$ cat config.mk
export PLATFORM = sky130hd
export DESIGN_NAME = blocks_ctl
export DESIGN_NICKNAME = d
export VERILOG_FILES = /design/src/rtl/blocks_ctl_pkg.sv /design/src/rtl/blocks_ctl_lfsr.sv /design/src/rtl/blocks_ctl.sv
export SDC_FILE = /design/constraint.sdc
export NUM_CORES = 1
export LEC_CHECK = 0
export CAP_MARGIN = 20
export CORE_AREA = 2 2 117 119
export DETAILED_ROUTE_END_ITERATION = 16
export DIE_AREA = 0 0 119 121
export PLACE_DENSITY = 0.7
export SYNTH_ARGS = -nofsm -noshare
export SYNTH_HDL_FRONTEND = slang
export SYNTH_HIERARCHICAL = 1
export SYNTH_SLANG_ARGS = --single-unit
export TNS_END_PERCENT = 10
$ cat constraint.sdc
create_clock -name clk -period 5 [get_ports clk]
set_clock_uncertainty 0.05 [all_clocks]
set_input_delay 0.5 -clock clk [delete_from_list [all_inputs] [get_ports clk]]
set_output_delay 0.5 -clock clk [all_outputs]
set_load 0.05 [all_outputs]
$ cat src/rtl/blocks_ctl_pkg.sv
// SkyHop block layer: shared screen geometry, LFSR seed and FSM states.
// Imported by blocks_ctl and blocks_lfsr.
package blocks_ctl_pkg;

  localparam int BLK_SCREEN_W = 800;
  localparam int BLK_SCREEN_H = 600;
  localparam int BLK_BLOCK_W  = 150;

  localparam logic [15:0] BLK_LFSR_SEED = 16'hACE1;

  typedef enum logic [1:0] {
    BLK_IDLE   = 2'd0,
    BLK_UPDATE = 2'd1,
    BLK_DONE   = 2'd2
  } blk_state_t;

  // Fibonacci taps 16,14,13,11
  function automatic logic [15:0] lfsr_next(
    input logic [15:0] l
  );
    return {l[14:0], l[15] ^ l[13] ^ l[12] ^ l[10]};
  endfunction

endpackage

$ cat src/rtl/blocks_ctl_lfsr.sv
// blocks_lfsr: 16-bit Fibonacci LFSR for platform respawn x positions.
// Advances only when i_adv is high, so the sequence is reproducible.
module blocks_lfsr
  import blocks_ctl_pkg::*;
#(
  parameter logic [15:0] SEED = BLK_LFSR_SEED
) (
  input  logic        clk,
  input  logic        rst,
  input  logic        i_adv,
  output logic [15:0] o_val
);

  logic [15:0] r_l;

  always_ff @(posedge clk) begin
    if (rst) begin
      r_l <= SEED;
    end else if (i_adv) begin
      r_l <= lfsr_next(r_l);
    end
  end

  assign o_val = r_l;

endmodule

$ cat src/rtl/blocks_ctl.sv
// blocks_ctl: scrolls N_BLOCKS platforms once per frame, respawning at top.
// Optional BLOCKS_CTL_SPEEDUP_EN: step grows every 16th respawn, max 8.
module blocks_ctl
  import blocks_ctl_pkg::*;
#(
  parameter int          N_BLOCKS    = 4,
  parameter int          IDX_W       = 2,
  parameter int          BLOCK_W     = BLK_BLOCK_W,
  parameter int          SCREEN_W    = BLK_SCREEN_W,
  parameter int          SCREEN_H    = BLK_SCREEN_H,
  parameter int          SCROLL_STEP = 2,
  parameter logic [15:0] LFSR_SEED   = BLK_LFSR_SEED
) (
  input  logic             clk,
  input  logic             rst,
  input  logic             module_en,
  input  logic             frame_tick,
  input  logic             scroll_req,
  input  logic [IDX_W-1:0] rd_idx,
  output logic [10:0]      rd_xpos,
  output logic [10:0]      rd_ypos,
  output logic             busy,
  output logic             update_done,
  output logic [7:0]       spawn_cnt
);

  localparam int X_MAX = SCREEN_W - BLOCK_W;
  localparam int Y_GAP = SCREEN_H / N_BLOCKS;

  logic [10:0] r_xpos [N_BLOCKS];
  logic [10:0] r_ypos [N_BLOCKS];

  blk_state_t       r_state;
  logic [IDX_W-1:0] r_idx;
  logic             r_scr_q;
  logic             r_busy;
  logic             r_done;
  logic [7:0]       r_spawn;
  logic [10:0]      r_rd_x;
  logic [10:0]      r_rd_y;

  logic [3:0]  w_step;
  logic [15:0] w_lfsr;
  logic [9:0]  w_lraw;
  logic [10:0] w_xraw;
  logic [10:0] w_xnew;
  logic [11:0] w_yn;
  logic        w_wrap;
  logic [10:0] w_ynew;
  logic        w_adv;

`ifdef BLOCKS_CTL_SPEEDUP_EN
  logic [3:0] r_step;

  assign w_step = r_step;

  always_ff @(posedge clk) begin
    if (rst) begin
      r_step <= 4'(SCROLL_STEP);
    end else if (w_adv && r_spawn[3:0] == 4'hF
                 && r_step < 4'd8) begin
      r_step <= r_step + 4'd1;
    end
  end
`else
  assign w_step = 4'(SCROLL_STEP);
`endif

  blocks_lfsr #(
    .SEED (LFSR_SEED)
  ) u_lfsr (
    .clk   (clk),
    .rst   (rst),
    .i_adv (w_adv),
    .o_val (w_lfsr)
  );

  // x comes from the advanced value; one subtract folds it into range
  assign w_lraw = 10'(lfsr_next(w_lfsr));
  assign w_xraw = {1'b0, w_lraw};
  assign w_xnew = (w_xraw >= 11'(X_MAX))
                ? w_xraw - 11'(X_MAX) : w_xraw;

  assign w_yn   = {1'b0, r_ypos[r_idx]} + {8'd0, w_step};
  assign w_wrap = w_yn >= 12'(SCREEN_H);
  assign w_ynew = w_wrap ? 11'(w_yn - 12'(SCREEN_H))
                         : 11'(w_yn);
  assign w_adv  = (r_state == BLK_UPDATE) && r_scr_q && w_wrap;

  always_ff @(posedge clk) begin
    if (rst) begin
      r_state <= BLK_IDLE;
      r_idx   <= '0;
      r_scr_q <= 1'b0;
      r_busy  <= 1'b0;
      r_done  <= 1'b0;
      r_spawn <= 8'd0;
      for (int i = 0; i < N_BLOCKS; i++) begin
        r_xpos[i] <= 11'(X_MAX / 2);
        r_ypos[i] <= 11'(i * Y_GAP);
      end
    end else begin
      unique case (r_state)
        BLK_IDLE: begin
          if (frame_tick && module_en) begin
            r_scr_q <= scroll_req;
            r_idx   <= '0;
            r_busy  <= 1'b1;
            r_state <= BLK_UPDATE;
          end
        end
        BLK_UPDATE: begin
          if (r_scr_q) begin
            r_ypos[r_idx] <= w_ynew;
            if (w_wrap) begin
              r_xpos[r_idx] <= w_xnew;
              r_spawn       <= r_spawn + 8'd1;
            end
          end
          if (r_idx == IDX_W'(N_BLOCKS - 1)) begin
            r_done  <= 1'b1;
            r_state <= BLK_DONE;
          end else begin
            r_idx <= r_idx + 1'b1;
          end
        end
        BLK_DONE: begin
          r_done  <= 1'b0;
          r_busy  <= 1'b0;
          r_state <= BLK_IDLE;
        end
        default: begin
          r_state <= BLK_IDLE;
        end
      endcase
    end
  end

  always_ff @(posedge clk) begin
    if (rst) begin
      r_rd_x <= 11'd0;
      r_rd_y <= 11'd0;
    end else begin
      r_rd_x <= r_xpos[rd_idx];
      r_rd_y <= r_ypos[rd_idx];
    end
  end

  assign rd_xpos     = r_rd_x;
  assign rd_ypos     = r_rd_y;
  assign busy        = r_busy;
  assign update_done = r_done;
  assign spawn_cnt   = r_spawn;

endmodule

* Word-level counts from Yosys, hierarchy flattened
Memories as Yosys holds them, arrays and structs flattened. A register that Yosys moved wholly into a read port is not among the register bits. Index checks and enable logic that the tools add are counted.
Word-level totals: RAM bits 88, input bits 7, bits in registers 31, memories 2, output and inout port bits 32, word-level logic and storage cells 71
Operators by class: eq/ne operators 6, muxes and demuxes 31, reductions and logical operators 15, $add $sub $neg 5, bitwise gates (word level) 3, order comparisons 2
Memories:
- r_xpos | depth 4, bits a word 11, rd ports 1, clocked after Yosys merged registers in 1, wr ports 4, RTL line blocks_ctl.sv:30 | logic [10:0] r_xpos [N_BLOCKS];
- r_ypos | depth 4, bits a word 11, rd ports 2, clocked after Yosys merged registers in 2, wr ports 4, RTL line blocks_ctl.sv:31 | logic [10:0] r_ypos [N_BLOCKS];
Operators with widths (number):
- $mux W11 | 4
- $reduce_or A11 Y1 | 2
- $mux W2 | 8
- $mux W1 | 15
- $add A11 B2 Y12 const B | 1
- $ge A12 B10 Y1 const B | 1
- $sub A10 B10 Y11 const B | 1
- $sub A11 B10 Y11 const B | 1
- $ge A10 B10 Y1 const B | 1
- $add A8 B1 Y8 const B | 1
- $pmux W2 S2 | 2
- $reduce_and A2 Y1 | 4
- $reduce_and A3 Y1 | 2
- $reduce_bool A2 Y1 | 3
- $eq A2 B2 Y1 const B | 2
- $ne A2 B2 Y1 const B | 2
- $pmux W1 S2 | 2
- $logic_and A1 B1 Y1 | 3
- $xor A1 B1 Y1 | 3
- $add A2 B1 Y2 const B | 1
- $eq A2 B1 Y1 const B | 1
- $logic_not A2 Y1 | 1
- $ne A2 B1 Y1 const B | 1

* Logic depth before layout (Yosys ltp)
depth in word-level cells 9, gate-level depth with buffers 14, depth with buffers taken out 9

* Modules after synthesis
Netlist, hierarchy kept.
By module, submodules not included:
- blocks_ctl | sequential area each 3423.3 sq um, area an instance 6093.3 sq um, cells an instance 488, times used 1
- blocks_lfsr | sequential area each 320.3 sq um, area an instance 619.3 sq um, cells an instance 55, times used 1

* Worst setup path before layout
No wires, ideal clock.
path kind flip-flop to flip-flop, from register with a tool-made name, to memory r_xpos[3][0], enable pin, setup time 381 ps, buffers on the path 4, slack 1141 ps, stages on the path, launching flop included 12, required time 4569 ps, clock period less this slack 3859 ps, arrival time 3428 ps, cells stage by stage dfxtp_1 > buf_6 > mux4_1 > clkbuf_1 > ha_1 > nand2_1 > or4_4 > a222oi_1 > a211oi_2 > buf_6 > buf_6 > o21bai_1
RTL lines (RTL line):
- end: declaration | blocks_ctl.sv:30

==> run_results.csv <==
group,metric,value,unit
worst_setup_path,critical_path_class,"flop to flop",
drt,via_per_inst,5.69,
timing,setup_viol,0,
logic_synthesis,synth_nets,555,
placement,routabilityCongestion,0.887,
worst_setup_path,reg2reg_slack,0.71,ns
finish,drive_above_1_share,0.133,
die,die_height,121,um
global_routing,use_met1,0.277,
worst_hold_path,hold_start,"update_done",
finish,num_antenna_cells,0,
logic_synthesis,synthAdderAreaFrac,0.00932,
clock_network,clockBufferDepth,2,
logic_synthesis,synth_edf_count,88,
worst_setup_path,crit_buf_inv,0,
logic_synthesis,yosys_warnings,6,
die,coreArea,13100,um^2
logic_synthesis,syn_area_per_cell,12.4,um^2
drt,wirelength,14300,um
logic_synthesis,async_flop_share,0,
logic_synthesis,synth_compound_area_frac,0.0546,
logic_synthesis,synth_top_family_by_area,"simple AND/OR/NAND/NOR gates",
worst_setup_path,setup.worst_path.end_class,"flop",
clock_network,cts_hold_buf,0,
die,ios,39,
finish,multiInputGateArea,2820,um^2
logic_synthesis,synth_cell_types,60,
timing,tns,0,ns
power_and_ir_drop,p_leak,0.00260,uW
finish,post-route-util,0.599,
drt,drc,0,
clock_network,clk_latency,0.42,ns
logic_synthesis,syn-cell-area,6710,um^2
die,start_util,0.513,
die,die_w,119,um
global_routing,grt_pass1_wl,23000,um
run_status,outcome,"completed",
global_routing,grt_use_total,0.213,
global_routing,antenna_found_initial,0,
logic_synthesis,yosys.area_share.simple,0.172,
logic_synthesis,synthMuxAreaShare,0.154,
placement,port-buffer-count,38,
clock_network,postCtsSetupBuffers,0,
global_routing,grt_pass1_vias,4396,
die,dieArea,14400,um^2
logic_synthesis,ys.flop_type,"edfxtp_1",
worst_setup_path,worst-endpoint-arrival,4.30,ns
global_routing,top_usage_layer,"met2",
logic_synthesis,ys_seq_area_frac,0.558,
timing,finalHoldViolCount,0,
worst_setup_path,crit_family,"simple AND/OR/NAND/NOR gates",
power_and_ir_drop,powerDensity,354,nW/um^2
timing,rsz0062_at_grt,"false",
logic_synthesis,netlist_top_cells_area,"edfxtp_1, dfxtp_1, mux4_2",
placement,dp_hpwl,9720,um
clock_network,numCtsBuffers,17,
worst_setup_path,reg2regPathDepth,7,
worst_setup_path,crit_slowest_cell,"a222oi_1",
drt,drt_iter0_markers,430,
timing,fmax,0.233,GHz
clock_network,clock_sinks,143,
global_routing,met3_usage,0.0489,
worst_setup_path,critPathLaunchType,"flop",
flow_run,maxCapViolCount,0,
worst_setup_path,cp_cell_sequence,"mux4_1 -> ha_1 -> nand2_1 -> or4_4 -> a222oi_1 -> o21ai_1 -> nand2b_1",
worst_setup_path,reg2reg_to,"r_xpos[2][0]",
die,num_rows,42,
timing,post-route-period-util,0.858,
clock_network,clk_pin_slew,0.06,ns
drt,dr_total_vias,4424,
global_routing,grt_use_met2,0.353,
finish,syn_to_final_growth,16.8,%
worst_hold_path,min_to,"update_done",
timing,slew-limit-headroom,0.452,
worst_hold_path,hold_depth,2,
timing,max_slew.worst_pin.slew,0.818,ns
finish,fillCellCount,1020,
timing,min_period,4.29,ns
logic_synthesis,synth_area_leader_cell,"edfxtp_1",
clock_network,ctsHtreeMaxLevel,4,
worst_setup_path,critPathMaxStageDelay,0.73,ns
logic_synthesis,synthXorXnorAreaFrac,0.0296,
logic_synthesis,yosys.area.top_type_share,0.394,
worst_setup_path,crit_required,5.01,ns
global_routing,grt_max_degree,57,
finish,fin_nets,600,
drt,ant_nets,0,
clock_network,cts-root-buf,"clkbuf_16",
timing,drv_slew,0,
logic_synthesis,synth-seq-cells,143,
finish,seqCellArea,3740,um^2
worst_hold_path,holdCritPathClass,"flop to flop",
clock_network,tritoncts,"yes",
drt,first_pass_iters,5,
power_and_ir_drop,irDropWorstVdd,0.000153,V
drt,wl_per_cell,18.4,um
global_routing,grt_overflow,0,
logic_synthesis,synthCells,543,
clock_network,post_cts_resized,0,
worst_setup_path,critPathMaxFanout,11,
==> kinds of logic (layout without fill, tap and decap cells) <==
family,count (synthesis),after routing
compound gates,57,57
flops,143,143
buf+inv,28,86
mux,58,58
fa+ha+maj,5,5
xor+xnor,21,21
simple gates,231,231
==> cell usage after synthesis (all sizes together), types with 6 or more instances <==
library cell and count:
o31ai 6, nand3 11, edfxtp 88, xnor2 17, and2 10, mux4 33, nor2 83, or4 6
nand2 44, dfxtp 55, a21oi 13, nor3b 7, clkbuf 15, o21ai 17, nand2b 15, mux2i 22
nor2b 25, buf 8, nor3 9
==> registers in the layout, summed over array words and instances, names as in the netlist, named ones only <==
name,count
r_ypos,44
r_state,2
rd_xpos,11
r_idx,2
r_scr_q,1
r_xpos,44
u_lfsr/o_val,16
rd_ypos,11
busy,1
update_done,1
spawn_cnt,8
==> stage by stage <==
stage                     hold WS, ns  instances  cell area (um^2)  total power, uW  setup slack [ns]
after detailed placement        0.408        745              7270             1590             0.800
after global placement          0.403        744              7250             1580             0.941
after floorplan                 0.391        543              6710             1510              1.14
after CTS                       0.416        777              7840             2790             0.758
after global routing            0.448        777              7840             2870             0.409
final                           0.409        777              7840             2780             0.711
==> worst max path at each step <==
stage | startpoint | end | slack [ns] | depth (start not counted)
final | flop | r_xpos[2][0] | 0.71 | 7
after global routing | flop | r_xpos[2][0] | 0.41 | 7
after CTS | flop | r_xpos[2][0] | 0.76 | 7
after detailed placement | flop | r_xpos[2][0] | 0.80 | 7
after global placement | flop | r_xpos[2][2] | 0.94 | 8
after floorplan | flop | r_xpos[3][0] | 1.14 | 11
==> layer usage <==
| layer | up-vias | wire length (um) |
|---|---|---|
| met3 | 27 | 772 |
| met1 | 2152 | 6280 |
| li1 | 2096 | - |
| met4 | 0 | 320 |
| met5 | - | 0 |
| met2 | 149 | 6960 |
==> report_power, final <==
part | internal (uW) | leakage (uW) | total, uW | switching, uW
Clock | 728 | 0.000266 | 1210 | 482
Combinational | 99.6 | 0.00107 | 267 | 168
Sequential | 1280 | 0.00126 | 1300 | 16.8
Total | 2110 | 0.00260 | 2780 | 667
==> placed cells by master, fill, tap and decap left out, drive strengths merged, types with 9 or more instances in the layout <==
cell / netlist / final
edfxtp: 88 / 88
nor2: 83 / 83
dfxtp: 55 / 55
nand2: 44 / 44
clkdlybuf4s50: 0 / 37
mux4: 33 / 33
nor2b: 25 / 25
mux2i: 22 / 22
clkbuf: 15 / 17
xnor2: 17 / 17
o21ai: 17 / 17
nand2b: 15 / 15
a21oi: 13 / 13
buf: 8 / 12
nand3: 11 / 11
and2: 10 / 10
nor3: 9 / 9
==> tightest hold or removal path, delay by kind of cell (launching register included) <==
kind	cells	cell delay [ns]
AND/OR/NAND/NOR	1	0.05
flip-flops	1	0.31
AO/OA/AOI/OAI	1	0.05
==> final cells by class <==
cell class	count	area share
inverter	5	0.00239
tap	176	0.0281
clock inverter	15	0.0187
clock buffer	17	0.0543
sequential	143	0.478
timing repair buffer	49	0.0594
multi-input combinational	372	0.360
Note: power is estimated with default switching activity, not from simulation.
